$ cat config.mk
export PLATFORM = sky130hd
export DESIGN_NAME = bscn_out_bank
export DESIGN_NICKNAME = d
export VERILOG_FILES = /design/src/rtl/bscn_pkg.sv /design/src/rtl/bscn_cell.sv /design/src/rtl/bscn_out_bank.sv
export SDC_FILE = /design/constraint.sdc
export NUM_CORES = 1
export LEC_CHECK = 0
export ABC_AREA = 1
export CAP_MARGIN = 0
export CORE_MARGIN = 1
export CORE_UTILIZATION = 45
export CTS_CLUSTER_DIAMETER = 150
export DETAILED_ROUTE_END_ITERATION = 10
export PLACE_DENSITY = 0.73
export SLEW_MARGIN = 20
export SYNTH_ARGS = -nofsm -noshare
export SYNTH_HDL_FRONTEND = slang
export SYNTH_SLANG_ARGS = --single-unit
$ cat constraint.sdc
create_clock -name CK -period 1.2 [get_ports CK]
set_input_delay 0.36 -clock CK [delete_from_list [all_inputs] [get_ports CK]]
set_output_delay 0.36 -clock CK [all_outputs]
set_load 0.01 [all_outputs]
$ cat src/rtl/bscn_pkg.sv
// Shared constants and strobe decode for the boundary-scan output bank.
// Chain layout: cell index = channel * CELLS_PER_CH + offset, channel 0 nearest TDO.
package bscn_pkg;

  localparam int unsigned EN_OFS       = 0;
  localparam int unsigned DAT_OFS      = 1;
  localparam int unsigned CELLS_PER_CH = 2;

  typedef enum logic [1:0] {
    STB_HOLD    = 2'd0,
    STB_CAPTURE = 2'd1,
    STB_SHIFT   = 2'd2
  } strobe_e;

  function automatic int unsigned cell_idx(input int unsigned ch, input int unsigned ofs);
    return ch * CELLS_PER_CH + ofs;
  endfunction

  // CAPTURE outranks SHIFT; UPDATE is handled independently of this decode.
  function automatic strobe_e strobe_sel(input logic capture, input logic shift);
    strobe_e op;
    op = STB_HOLD;
    if (capture)
      op = STB_CAPTURE;
    else if (shift)
      op = STB_SHIFT;
    return op;
  endfunction

endpackage

$ cat src/rtl/bscn_cell.sv
// One boundary-scan output cell: capture/shift flop, update flop and
// functional/test output mux.
module bscn_cell
  import bscn_pkg::*;
#(
  parameter logic RST_VAL = 1'b0
) (
  input  logic    ck,
  input  logic    rst,
  input  strobe_e op,
  input  logic    core,
  input  logic    ser_in,
  input  logic    upd,
  input  logic    mode,
  output logic    ser_out,
  output logic    pad
);

  logic sr_q;
  logic ur_q;

  always_ff @(posedge ck or posedge rst) begin
    if (rst) begin
      sr_q <= 1'b0;
    end else begin
      case (op)
        STB_CAPTURE: sr_q <= core;
        STB_SHIFT:   sr_q <= ser_in;
        default:     sr_q <= sr_q;
      endcase
    end
  end

  // Update samples the pre-edge shift value, so a concurrent shift is invisible here.
  always_ff @(posedge ck or posedge rst) begin
    if (rst)
      ur_q <= RST_VAL;
    else if (upd)
      ur_q <= sr_q;
  end

  assign ser_out = sr_q;
  assign pad     = mode ? ur_q : core;

endmodule

$ cat src/rtl/bscn_out_bank.sv
// Boundary-scan output bank: WIDTH channels, 2*WIDTH-cell chain (enable cell then data cell).
// Optional 1-bit bypass path when BSCN_BYPASS_EN is defined.
module bscn_out_bank
  import bscn_pkg::*;
#(
  parameter int unsigned WIDTH    = 8,
  parameter logic        RST_DATA = 1'b0
) (
  input  logic             CK,
  input  logic             RST,
`ifdef BSCN_BYPASS_EN
  input  logic             BYPASS,
`endif
  input  logic [WIDTH-1:0] D,
  input  logic [WIDTH-1:0] OE,
  input  logic             MODE,
  input  logic             CAPTURE,
  input  logic             SHIFT,
  input  logic             UPDATE,
  input  logic             TDI,
  output logic             TDO,
  output logic [WIDTH-1:0] X,
  output logic [WIDTH-1:0] X_OE
);

  localparam int unsigned CHAIN = CELLS_PER_CH * WIDTH;

  logic [CHAIN-1:0] sr;
  logic [CHAIN-1:0] chain_in;
  logic             bypass_sel;
  logic             upd_en;
  strobe_e          op;

  // Each cell loads from its TDI-side neighbour; the last cell takes TDI directly.
  assign chain_in = {TDI, sr[CHAIN-1:1]};

  always_comb begin
    op = STB_HOLD;
    if (!bypass_sel)
      op = strobe_sel(CAPTURE, SHIFT);
  end

  assign upd_en = UPDATE & ~bypass_sel;

  for (genvar i = 0; i < WIDTH; i++) begin : g_ch
    localparam int unsigned EI = cell_idx(i, EN_OFS);
    localparam int unsigned DI = cell_idx(i, DAT_OFS);

    bscn_cell #(.RST_VAL(1'b0)) u_en (
      .ck      (CK),
      .rst     (RST),
      .op      (op),
      .core    (OE[i]),
      .ser_in  (chain_in[EI]),
      .upd     (upd_en),
      .mode    (MODE),
      .ser_out (sr[EI]),
      .pad     (X_OE[i])
    );

    bscn_cell #(.RST_VAL(RST_DATA)) u_dat (
      .ck      (CK),
      .rst     (RST),
      .op      (op),
      .core    (D[i]),
      .ser_in  (chain_in[DI]),
      .upd     (upd_en),
      .mode    (MODE),
      .ser_out (sr[DI]),
      .pad     (X[i])
    );
  end

`ifdef BSCN_BYPASS_EN
  logic byp_q;

  assign bypass_sel = BYPASS;

  always_ff @(posedge CK or posedge RST) begin
    if (RST)
      byp_q <= 1'b0;
    else if (BYPASS) begin
      if (CAPTURE)
        byp_q <= 1'b0;
      else if (SHIFT)
        byp_q <= TDI;
    end
  end

  assign TDO = BYPASS ? byp_q : sr[0];
`else
  assign bypass_sel = 1'b0;
  assign TDO        = sr[0];
`endif

endmodule

==> metrics <==
number of H-tree levels=2; Setup Skew=0.00613 ns; DIE WIDTH=62.9 µm; Die ar.=3960 µm²; clock sinks=32; critical path arrival=0.98 ns; CTS Buf Count=5; Tot GR Track Use=24.7%; Placer Congestion=0.733; Synthesized Nets=230; Setup crit start kind=flip-flop; FF-to-FF End=g_ch[0].u_en.ur_q; Crit Path Max Fanout=2; Final Cycle Share=111%; std cell rows=21; failing checks=negative setup slack; number of global-route vias before repair=1576; share of cells above drive strength 1=42.3%; initial drt markers=87; sequential share of the synthesized area=48.0%; area grow syn2layout=43.9%; largest net degree at the start of global routing=33; final setup vio count=16; remaining antenna violation count after routing=0; GRT overflow=0; warnings from Yosys=0; Synth area leaders=dfrtp_1, nand2_1, nand3_1; Crit. End Element=output pin; pwr dens=1150 nW/µm²; Mapped Cells=207; Synth cell types=15; Detailed Routing Iterations Pass 1=4; final cell utilization of the core=69.8%; CP required=0.84 ns; wire per inst=14.6 µm; placed inst area=2130 µm²; Reg clk slew, reported paths=0.07 ns; Vias/cell=5.21; DP HPWL=2.30 mm; crit path from=g_ch[7].u_dat.ur_q; Slew Limit Fails=0; Peak supply drop=0.710 mV; CTS max path bufs=2; Starting Density=48.5%; reg2reg setup slack=0.43 ns; ant diodes=0; first-pass GRT wire length=7.36 mm; Fmax=747 MHz; commonest non-fill, non-tap cell in the layout=nand2_1; # DRC=0; Max-Cap Viols=0; number of hold violations in the final report=0; minimum clock period=1.34 ns; IO Port Bufs=39; Final TNS setup=-1.22 ns; Root Driver=clkbuf_8; area leader, netlist=dfrtp_1; Final Cell Area=2400 µm²; worst setup path endpoint=X[7]; Slew HR=88.0%; CTS tree=done; number of fill cells=276; via count=1593; hold-fix buffers at CTS=0; Top-Level Pins=40; post-route setup slack=-0.138 ns; leakage=1.16 nW; top-area cell type share of the netlist area=48.0%; hold crit path type=primary input to async pin; Final nets=283; Worst Max-Slew Pin Slew=0.180 ns; outcome=finished with violations; Die H=62.9 µm; crit path kind=flip-flop to output pin; Fin Hold WS=0.402 ns; core box area=3440 µm²; initial antenna violation count=0; RR Startpoint=g_ch[0].u_en.ser_out; unrepaired setup endpoints after global routing=true; Worst-Skew Late Latency=0.29 ns; Syn Area/Cell=8.06 µm²; Mapped Area=1670 µm²; FF-to-FF path depth=3; Place WS=-0.965 ns; drt total wl=4.46 mm; commonest cells after routing, fill and taps aside=nand2_1, dfrtp_1, nand3_1; Synth Register Bits=32
-- registers in the layout (all words and copies together), names as in the netlist --
| signal | count |
|---|---|
| g_ch.u_dat.ser_out | 8 |
| g_ch.u_dat.ur_q | 8 |
| g_ch.u_en.ser_out | 8 |
| g_ch.u_en.ur_q | 8 |
-- report_power, final --
group	internal [mW]	switching, mW
Combinational	0.335	0.351
Clock	0.394	0.410
Sequential	1.20	0.0754
Total	1.93	0.836
-- cells in the mapped netlist --
master     n
nand2_1   48
dfrtp_1   32
nand3_1   30
buf_4     19
inv_1     17
a21oi_1   16
nor2_1    16
o21ai_0   16
buf_2      5
buf_6      2
nand3_2    2
buf_8      1
clkbuf_2   1
inv_2      1
nor2_8     1
-- routing by layer --
metal / vias to the layer above / part of all wire, % / track usage (%)
li1: 754 / - / -
met1: 763 / 43 / 30.4
met2: 65 / 48 / 38.7
met3: 11 / 6.8 / 6.93
met4: 0 / 2.6 / 14.0
met5: - / 0 / 0
-- through the flow --
step	std cells	power, mW
after global placement	286	1.86
after detailed placement	286	1.88
after CTS	300	2.68
after global routing	306	2.89
final	306	2.76
after floorplan	207	1.63
-- area by class of cell --
type | instances | area (µm²) | share of cell area [%]
Sequential cell | 32 | 801 | 33.3
Inverter | 18 | 70.1 | 2.92
Timing Repair Buffer | 73 | 673 | 28.0
Tap cell | 46 | 57.6 | 2.40
Clock buffer | 6 | 72.6 | 3.02
Multi-Input combinational cell | 130 | 723 | 30.1
Clock inverter | 1 | 5.00 | 0.208
-- repair_timing --
item | in CTS | in global routing
gates cloned | 3 | 1
hold endpoints to repair | 0 | 0
buffers inserted | 4 | 5
pin swaps | 7 | 3
gates resized for setup | 112 | 37
setup endpoints to repair | 17 | 27
-- worst max-delay path, stage by stage (launching register included) --
cell and delay (ns):
dfrtp_1 0.35, inv_2 0.06, a21oi_2 0.13, buf_2 0.15
-- worst min path at each step --
stage,endpoint,cells past startpoint
after floorplan,g_ch[3].u_dat.ur_q,1
after global placement,g_ch[2].u_en.ur_q,2
after detailed placement,g_ch[6].u_en.ser_out,2
after CTS,g_ch[5].u_dat.ur_q,3
after global routing,g_ch[1].u_en.ser_out,3
final,g_ch[1].u_en.ser_out,3
-- logic make-up (layout without fill, tap and decap cells) --
kind of cell / count (synthesis) / count (layout) / synth area share (%)
flip-flops: 32 / 32 / 48.0
AO/OA/AOI/OAI: 32 / 32 / 9.60
AND/OR/NAND/NOR: 97 / 98 / 25.8
buffers and inverters: 46 / 98 / 16.6
Power figures use the tool's default switching activity.
